## src/rtl/lram_arb_pkg.sv

```systemverilog
// Shared types and default widths for the two-requester LRAM arbiter.
// Imported by lram_arbiter and lram_arb_tag_pipe.
package lram_arb_pkg;

  localparam int NUM_REQ     = 2;
  localparam int ID_W        = 1;
  localparam int LRAM_ADDR_W = 14;
  localparam int LRAM_DATA_W = 32;
  localparam int LRAM_BEN_W  = LRAM_DATA_W / 8;

  typedef struct packed {
    logic                   we;
    logic [LRAM_ADDR_W-1:0] addr;
    logic [LRAM_DATA_W-1:0] wdata;
    logic [LRAM_BEN_W-1:0]  ben;
  } lram_req_t;

  typedef struct packed {
    logic            valid;
    logic [ID_W-1:0] id;
  } lram_tag_t;

  localparam lram_tag_t TAG_NONE = '{valid: 1'b0, id: 1'b0};

endpackage

```

## src/rtl/lram_arb_tag_pipe.sv

```systemverilog
// Fixed-depth shift register of read tags; a tag leaves it in the cycle the
// matching LRAM read data is presented on mem_rd_data_i.
module lram_arb_tag_pipe
  import lram_arb_pkg::*;
#(
  parameter int DEPTH = 3
) (
  input  logic      i_clk,
  input  logic      i_rst,
  input  lram_tag_t i_tag,
  output lram_tag_t o_tag
);

  lram_tag_t r_pipe [DEPTH];

  // Shift tags one stage per cycle; reset drops everything in flight.
  always_ff @(posedge i_clk or posedge i_rst) begin
    if (i_rst) begin
      for (int i = 0; i < DEPTH; i++) begin
        r_pipe[i] <= TAG_NONE;
      end
    end else begin
      r_pipe[0] <= i_tag;
      for (int i = 1; i < DEPTH; i++) begin
        r_pipe[i] <= r_pipe[i-1];
      end
    end
  end

  assign o_tag = r_pipe[DEPTH-1];

endmodule

```

## src/rtl/lram_arbiter.sv

```systemverilog
// Two-requester round-robin arbiter in front of one registered LRAM port.
// Optional burst locking is compiled in with `define LRAM_ARB_LOCK_EN.
module lram_arbiter
  import lram_arb_pkg::*;
#(
  parameter int   ADDR_WIDTH = LRAM_ADDR_W,
  parameter int   DATA_WIDTH = LRAM_DATA_W,
  parameter int   BYTE_WIDTH = DATA_WIDTH / 8,
  parameter int   RD_LATENCY = 2,
  parameter logic BYTE_POL   = 1'b0
) (
  input  logic                  clk_i,
  input  logic                  rst_i,
  input  logic                  req_valid_0_i,
  output logic                  req_ready_0_o,
  input  logic                  req_we_0_i,
  input  logic [ADDR_WIDTH-1:0] req_addr_0_i,
  input  logic [DATA_WIDTH-1:0] req_wdata_0_i,
  input  logic [BYTE_WIDTH-1:0] req_ben_0_i,
  output logic                  rsp_valid_0_o,
  output logic [DATA_WIDTH-1:0] rsp_data_0_o,
  input  logic                  req_valid_1_i,
  output logic                  req_ready_1_o,
  input  logic                  req_we_1_i,
  input  logic [ADDR_WIDTH-1:0] req_addr_1_i,
  input  logic [DATA_WIDTH-1:0] req_wdata_1_i,
  input  logic [BYTE_WIDTH-1:0] req_ben_1_i,
  output logic                  rsp_valid_1_o,
  output logic [DATA_WIDTH-1:0] rsp_data_1_o,
`ifdef LRAM_ARB_LOCK_EN
  input  logic                  req_lock_0_i,
  input  logic                  req_lock_1_i,
`endif
  output logic                  mem_clk_en_o,
  output logic                  mem_rdout_clken_o,
  output logic                  mem_wr_en_o,
  output logic [ADDR_WIDTH-1:0] mem_addr_o,
  output logic [DATA_WIDTH-1:0] mem_wr_data_o,
  output logic [BYTE_WIDTH-1:0] mem_ben_o,
  input  logic [DATA_WIDTH-1:0] mem_rd_data_i
);

  logic [NUM_REQ-1:0]    w_valid;
  logic [NUM_REQ-1:0]    w_lock;
  logic [NUM_REQ-1:0]    w_ready;
  logic                  w_we    [NUM_REQ];
  logic [ADDR_WIDTH-1:0] w_addr  [NUM_REQ];
  logic [DATA_WIDTH-1:0] w_wdata [NUM_REQ];
  logic [BYTE_WIDTH-1:0] w_ben   [NUM_REQ];
  logic                  w_accept;
  logic [ID_W-1:0]       w_grant_id;
  lram_tag_t             w_tag_in;
  lram_tag_t             w_tag_out;

  logic                  r_last_grant;
  logic                  r_clk_en;
  logic                  r_rdout_clken;
  logic                  r_wr_en;
  logic [ADDR_WIDTH-1:0] r_addr;
  logic [DATA_WIDTH-1:0] r_wdata;
  logic [BYTE_WIDTH-1:0] r_ben;
  logic [NUM_REQ-1:0]    r_rsp_valid;
  logic [DATA_WIDTH-1:0] r_rsp_data [NUM_REQ];

  assign w_valid    = {req_valid_1_i, req_valid_0_i};
  assign w_we[0]    = req_we_0_i;
  assign w_we[1]    = req_we_1_i;
  assign w_addr[0]  = req_addr_0_i;
  assign w_addr[1]  = req_addr_1_i;
  assign w_wdata[0] = req_wdata_0_i;
  assign w_wdata[1] = req_wdata_1_i;
  assign w_ben[0]   = req_ben_0_i;
  assign w_ben[1]   = req_ben_1_i;

`ifdef LRAM_ARB_LOCK_EN
  assign w_lock = {req_lock_1_i, req_lock_0_i};
`else
  assign w_lock = {NUM_REQ{1'b0}};
`endif

  // Grant selection; on a tie the last winner keeps the port only while locked.
  always_comb begin
    w_grant_id = 1'b0;
    w_ready    = {NUM_REQ{1'b0}};
    w_accept   = (|w_valid) & ~rst_i;
    case (w_valid)
      2'b01:   w_grant_id = 1'b0;
      2'b10:   w_grant_id = 1'b1;
      2'b11: begin
        if (w_lock[r_last_grant]) begin
          w_grant_id = r_last_grant;
        end else begin
          w_grant_id = ~r_last_grant;
        end
      end
      default: w_grant_id = 1'b0;
    endcase
    if (w_accept) begin
      w_ready[w_grant_id] = 1'b1;
    end else begin
      w_ready = {NUM_REQ{1'b0}};
    end
  end

  assign req_ready_0_o = w_ready[0];
  assign req_ready_1_o = w_ready[1];

  // Issue stage: the accepted request drives the LRAM port one cycle later.
  always_ff @(posedge clk_i or posedge rst_i) begin
    if (rst_i) begin
      r_last_grant  <= 1'b1;
      r_clk_en      <= 1'b0;
      r_rdout_clken <= 1'b0;
      r_wr_en       <= 1'b0;
      r_addr        <= {ADDR_WIDTH{1'b0}};
      r_wdata       <= {DATA_WIDTH{1'b0}};
      r_ben         <= {BYTE_WIDTH{~BYTE_POL}};
    end else begin
      r_rdout_clken <= 1'b1;
      r_clk_en      <= w_accept;
      if (w_accept) begin
        r_last_grant <= w_grant_id;
        r_wr_en      <= w_we[w_grant_id];
        r_addr       <= w_addr[w_grant_id];
        r_wdata      <= w_wdata[w_grant_id];
        r_ben        <= w_ben[w_grant_id];
      end else begin
        r_wr_en <= 1'b0;
      end
    end
  end

  assign mem_clk_en_o      = r_clk_en;
  assign mem_rdout_clken_o = r_rdout_clken;
  assign mem_wr_en_o       = r_wr_en;
  assign mem_addr_o        = r_addr;
  assign mem_wr_data_o     = r_wdata;
  assign mem_ben_o         = r_ben;

  assign w_tag_in.valid = w_accept & ~w_we[w_grant_id];
  assign w_tag_in.id    = w_grant_id;

  lram_arb_tag_pipe #(
    .DEPTH (1 + RD_LATENCY)
  ) u_tag_pipe (
    .i_clk (clk_i),
    .i_rst (rst_i),
    .i_tag (w_tag_in),
    .o_tag (w_tag_out)
  );

  // Route returning read data to the requester named by the exiting tag.
  always_ff @(posedge clk_i or posedge rst_i) begin
    if (rst_i) begin
      r_rsp_valid   <= {NUM_REQ{1'b0}};
      r_rsp_data[0] <= {DATA_WIDTH{1'b0}};
      r_rsp_data[1] <= {DATA_WIDTH{1'b0}};
    end else begin
      r_rsp_valid <= {NUM_REQ{1'b0}};
      if (w_tag_out.valid) begin
        r_rsp_valid[w_tag_out.id] <= 1'b1;
        r_rsp_data[w_tag_out.id]  <= mem_rd_data_i;
      end
    end
  end

  assign rsp_valid_0_o = r_rsp_valid[0];
  assign rsp_valid_1_o = r_rsp_valid[1];
  assign rsp_data_0_o  = r_rsp_data[0];
  assign rsp_data_1_o  = r_rsp_data[1];

endmodule

```

## config.mk

```make
export PLATFORM = sky130hd
export DESIGN_NAME = lram_arbiter
export DESIGN_NICKNAME = d
export VERILOG_FILES = /design/src/rtl/lram_arb_pkg.sv /design/src/rtl/lram_arb_tag_pipe.sv /design/src/rtl/lram_arbiter.sv
export SDC_FILE = /design/constraint.sdc
export NUM_CORES = 1
export LEC_CHECK = 0
export BUFFER_PORTS_ARGS = -buffer_cell sky130_fd_sc_hd__buf_4
export CAP_MARGIN = 0
export CORE_AREA = 8 8 114 116
export CTS_BUF_LIST = sky130_fd_sc_hd__clkbuf_16
export DETAILED_ROUTE_END_ITERATION = 8
export DIE_AREA = 0 0 122 124
export HOLD_SLACK_MARGIN = 0.08
export PLACE_DENSITY = 0.79
export SYNTH_ARGS = -nofsm -noshare
export SYNTH_HDL_FRONTEND = slang
export SYNTH_SLANG_ARGS = --single-unit
export TNS_END_PERCENT = 100
```

## constraint.sdc

```tcl
create_clock -name clk_i -period 6 [get_ports clk_i]
set_input_delay 1.2 -clock clk_i [delete_from_list [all_inputs] [get_ports clk_i]]
set_output_delay 1.2 -clock clk_i [all_outputs]
set_load 0.005 [all_outputs]
```

[Word-level counts from Yosys, hierarchy flattened]
Index checks and enable logic that the tools add are counted.
W data, S select, Z words.
Word-level totals
  latch bits: 0
  output and inout bits: 121
  memories kept: 0
  bits in writable memories: 0
  ROM bits: 0
  flip-flop bits (word level): 126
  input bits: 138
  logic and storage cells: 62
Cells by class
  eq/ne operators: 2
  multiplexer cells: 25
  div/mod/pow operators: 0
  $mul: 0
  bitwise logic cells: 7
  add/sub/neg operators: 0
  reduce and logical (&&, ||, !) cells: 4
  shift operators: 0
  $lt $le $gt $ge: 8
Operators with widths (count)
  $mux W32: 4
  $bwmux W64: 1
  $mux W14: 3
  $demux W32 S1: 1
  $mux W4: 3
  $mux W1: 8
  $lt A1 B2 Y1 const B: 3
  $eq A2 B2 Y1 const B: 2
  $ge A2 B2 Y1 const B: 2
  $mux W2: 2
  $not A1 Y2: 2
  $logic_and A1 B1 Y1: 3
  $not A1 Y1: 3
  $and A1 B1 Y1: 2
  $demux W1 S1: 2
  $ge A1 B1 Y1 const B: 2
  $lt A2 B1 Y1 const B: 1
  $pmux W1 S2: 1
  $reduce_or A2 Y1: 1

[Longest topological paths before layout]
  depth in word-level cells: 10
  gate-level depth with buffers: 5
  depth with buffers taken out: 3

[Hierarchy]
From an unflattened synthesis, not the netlist that was laid out.
Second synthesis, totals
  cells, all modules: 333
  area, all modules: 4962.3 um2
By module, submodules not included
  lram_arbiter: cells an instance 324, seq. area each 3009.1 um2, area an instance 4793.3 um2, instances 1
  lram_arb_tag_pipe: cells an instance 9, seq. area each 150.1 um2, area an instance 168.9 um2, instances 1

[Least setup slack after synthesis]
Ideal clock, no wire load.
  kind: input-to-output
  from: input rst_i
  to: output req_ready_0_o
  path buffers: 2
  slack: 0.271 ns
  stages on the path: 4
  data arrival time: 4.529 ns
  required time: 4.800 ns
  cell sequence: inv_1 > and3_1 > buf_6 > buf_6
On the way
  cells in the longest elaborated chain, start to end: 3
RTL lines
  from (decl): line lram_arbiter.sv:13  | input logic rst_i,
  $not A1 Y1: line lram_arbiter.sv:85  | w_accept = (|w_valid) & ~rst_i;
  $and A1 B1 Y1: line lram_arbiter.sv:85
  $mux W2: line lram_arbiter.sv:98  | if (w_accept) begin
  to (decl): line lram_arbiter.sv:15  | output logic req_ready_0_o,
No other way between the ends.

[Final worst setup path]
Ends and elaborated chain as after synthesis.

==> results.toml <==
[outcome]
status = "complete, no violations"

[timing]
setup_ws_ns = 1.73
hold_violations = 0
setup_viol = 0
drv_slew = 0
fmax_mhz = 234
whs_ns = 0.345
rsz0062_at_grt = "no"
period_share = 0.712
tightest_slew_ns = 1.01
clock_skew_ns = 0.00678
slew_headroom = 0.328
fin_crit_ns = 4.27
fin_setup_tns_ns = 0

[cts]
insertion_delay_ns = 0.40
post-cts-setup-buffer-count = 0
cts_root_buffer = "clkbuf_16"
cts.reportedPaths.clkPinSlew_ns = 0.05
cts_resized = 0
cts_max_level = 4
cts.sinks = 126
holdBufCountCts = 0
cts_buffer_depth = 2
cts_made_buffers = 17
cts_tree = "built"

[power_and_ir_drop]
p_int_mw = 2.10
p_clk_frac = 0.371
irDropWorstVdd_v = 0.000174
combinationalPowerShare = 0.218
switching_power_uw = 658
pwr-share-seq = 0.411
p_leak_nw = 3.72
pwr_density_cell_nw_per_um2 = 366
sw_frac_of_total = 0.239

[finish]
final_common_cell = "buf_4"
area_growth_pct = 51.9
mostFrequentLayoutCells = "buf_4 (261), dfrtp_1 (121), mux2_1 (60)"
final_nets = 723
drive_above_1_share = 0.503
n_antenna_cell = 0

[route]
dr.pass1.iters = 6
vias_per_cell = 5.06
wl_per_cell_um = 19.4
drt_wl_total_mm = 14.4
drc = 0
antenna_left = 0
vias = 3747
first_iter_violations = 283

[synth]
synth_top_family_by_area = "multiplexers"
ys_top_cells_by_area = "dfrtp_1 (61%), mux2_1 (14%), a221o_1 (10%)"
synth-xor-area-share = 0
netlist_area_um2 = 4950
synth-compound-area-share = 0.106
synth.distinct_cells = 22
synthMuxAreaShare = 0.147
synth_area_leader_cell = "dfrtp_1"
yosys_warnings = 0
synth_simple_gate_area_share = 0.0710
ys_seq_elements = 126
yosysSeqAreaShare = 0.638
syn_area_per_cell_um2 = 15.1
synthAdderAreaFrac = 0
syn_inst = 329
syn_nets = 467
yosys.area.top_type_share = 0.611

[placement]
io_buffers = 258
hpwl_mm = 10.8
place_congestion = 0.767
place_ws_ns = 1.66

[min_path]
hp-class = "reg2reg"
worstHoldEndpoint = "u_tag_pipe.r_pipe[3]"
worst_hold_path.num_cells = 0
hp-start = "u_tag_pipe.r_pipe[5]"

[setup_path]
crit_arrival_ns = 3.07
cp_max_fo = 65
path_cells = "buf_4 > inv_4 > and3_2 > buf_4"
rr_worst_depth = 3
cpMostUsedCell = "buf_4"
worstReg2RegEnd = "mem_wr_data_o[27]"
crit_type = "in2out"
ff2ff_setup_slack_ns = 4.13
cp-start-kind = "input pin"
worst_path_max_delay_cell = "and3_2"
worstSetupEndpointType = "primary output"
r2r-start = "r_last_grant"
cp_slowest_stage_delay_ns = 0.96
required_ns = 4.80

[grt]
grt_remaining_overflow = 0
first_global_vias = 4195
grt_pass1_wl_mm = 21.9
track_usage = 0.187
antenna_found_initial = 0
grt_max_degree = 66

[floorplan]
core_area_um2 = 11200
dieArea_um2 = 15100
die_x_um = 122
die-height_um = 124
io_pins = 259
initial_core_util = 0.443
num_rows = 39

[job]
maxCapViolCount = 0
registers in the layout, summed over array words and instances, names as in the netlist:
register / flops
mem_clk_en_o: 1
mem_wr_data_o: 32
mem_wr_en_o: 1
r_last_grant: 1
rsp_data_1_o: 32
mem_rdout_clken_o: 1
rsp_data_0_o: 32
mem_ben_o: 4
u_tag_pipe.o_tag: 2
r_rsp_valid: 2
mem_addr_o: 14
u_tag_pipe.r_pipe: 4
layer usage:
metal | GRT usage | up-vias | routed length [µm]
met3 | 0.0798 | 13 | 1490
met1 | 0.219 | 1818 | 5590
li1 | - | 1712 | -
met2 | 0.306 | 204 | 7160
met4 | 0.0617 | 0 | 150
met5 | 0 | - | 0
cell families (layout without fill, tap and decap cells):
| logic type | after synthesis | count (layout) |
|---|---|---|
| AOI/OAI and AO/OA | 53 | 53 |
| muxes | 65 | 65 |
| other | 1 | 1 |
| DFF | 126 | 126 |
| and+or+nand+nor | 57 | 57 |
| buffers and inverters | 27 | 296 |
cell usage after synthesis:
master	number
dfrtp_1	121
mux2_1	60
and2_1	52
a221o_1	50
buf_2	8
buf_6	8
clkbuf_1	5
dfstp_2	5
mux2_2	4
buf_4	3
inv_1	2
a21boi_2	1
a21o_1	1
and3_1	1
conb_1	1
inv_2	1
mux2i_1	1
nand2_1	1
nand2b_1	1
nor2_1	1
nor2b_1	1
o21bai_1	1
metrics by stage:
| stage | util | total power [mW] | std cells | cell area (µm²) |
|---|---|---|---|---|
| finish | 0.674 | 2.75 | 741 | 7530 |
| global route | 0.674 | 2.89 | 741 | 7530 |
| global placement | 0.621 | 1.74 | 709 | 6940 |
| detailed placement | 0.621 | 1.76 | 709 | 6940 |
| floorplan | - | 1.34 | 329 | 4950 |
| CTS | 0.674 | 2.79 | 741 | 7530 |
power by group through the flow:
stage	logic (mW)	clock network (mW)	registers (mW)
after floorplan	0.200	0	1.14
after global placement	0.597	0	1.14
after detailed placement	0.617	0	1.14
after CTS	0.616	1.04	1.13
after global routing	0.653	1.09	1.15
final	0.600	1.02	1.13
cell type report:
class	count	area (µm²)
Fill cell	813	3650
Sequential cell	126	3160
Timing Repair Buffer	261	1960
Multi-Input combinational cell	176	1630
Clock buffer	17	425
Tap cell	143	179
Clock inverter	15	165
Inverter	3	13.8
how the worst max path moves through the flow:
| stage | start | end | slack, ns | cells past startpoint |
|---|---|---|---|---|
| 6_report | rst_i | req_ready_0_o | 1.73 | 4 |
| 4_1_cts | rst_i | req_ready_0_o | 1.66 | 4 |
| 5_1_grt | rst_i | req_ready_0_o | 1.51 | 4 |
| 3_5_place_dp | rst_i | req_ready_0_o | 1.66 | 4 |
| 3_3_place_gp | rst_i | req_ready_0_o | 1.72 | 4 |
| 2_1_floorplan | rst_i | req_ready_0_o | 0.27 | 4 |
worst max-delay path, delay by kind of cell:
kind,cells,cell delay (ns)
buffers and inverters,3,0.88
AND/OR/NAND/NOR,1,0.96
No activity file was read; power rests on OpenSTA's default activity.
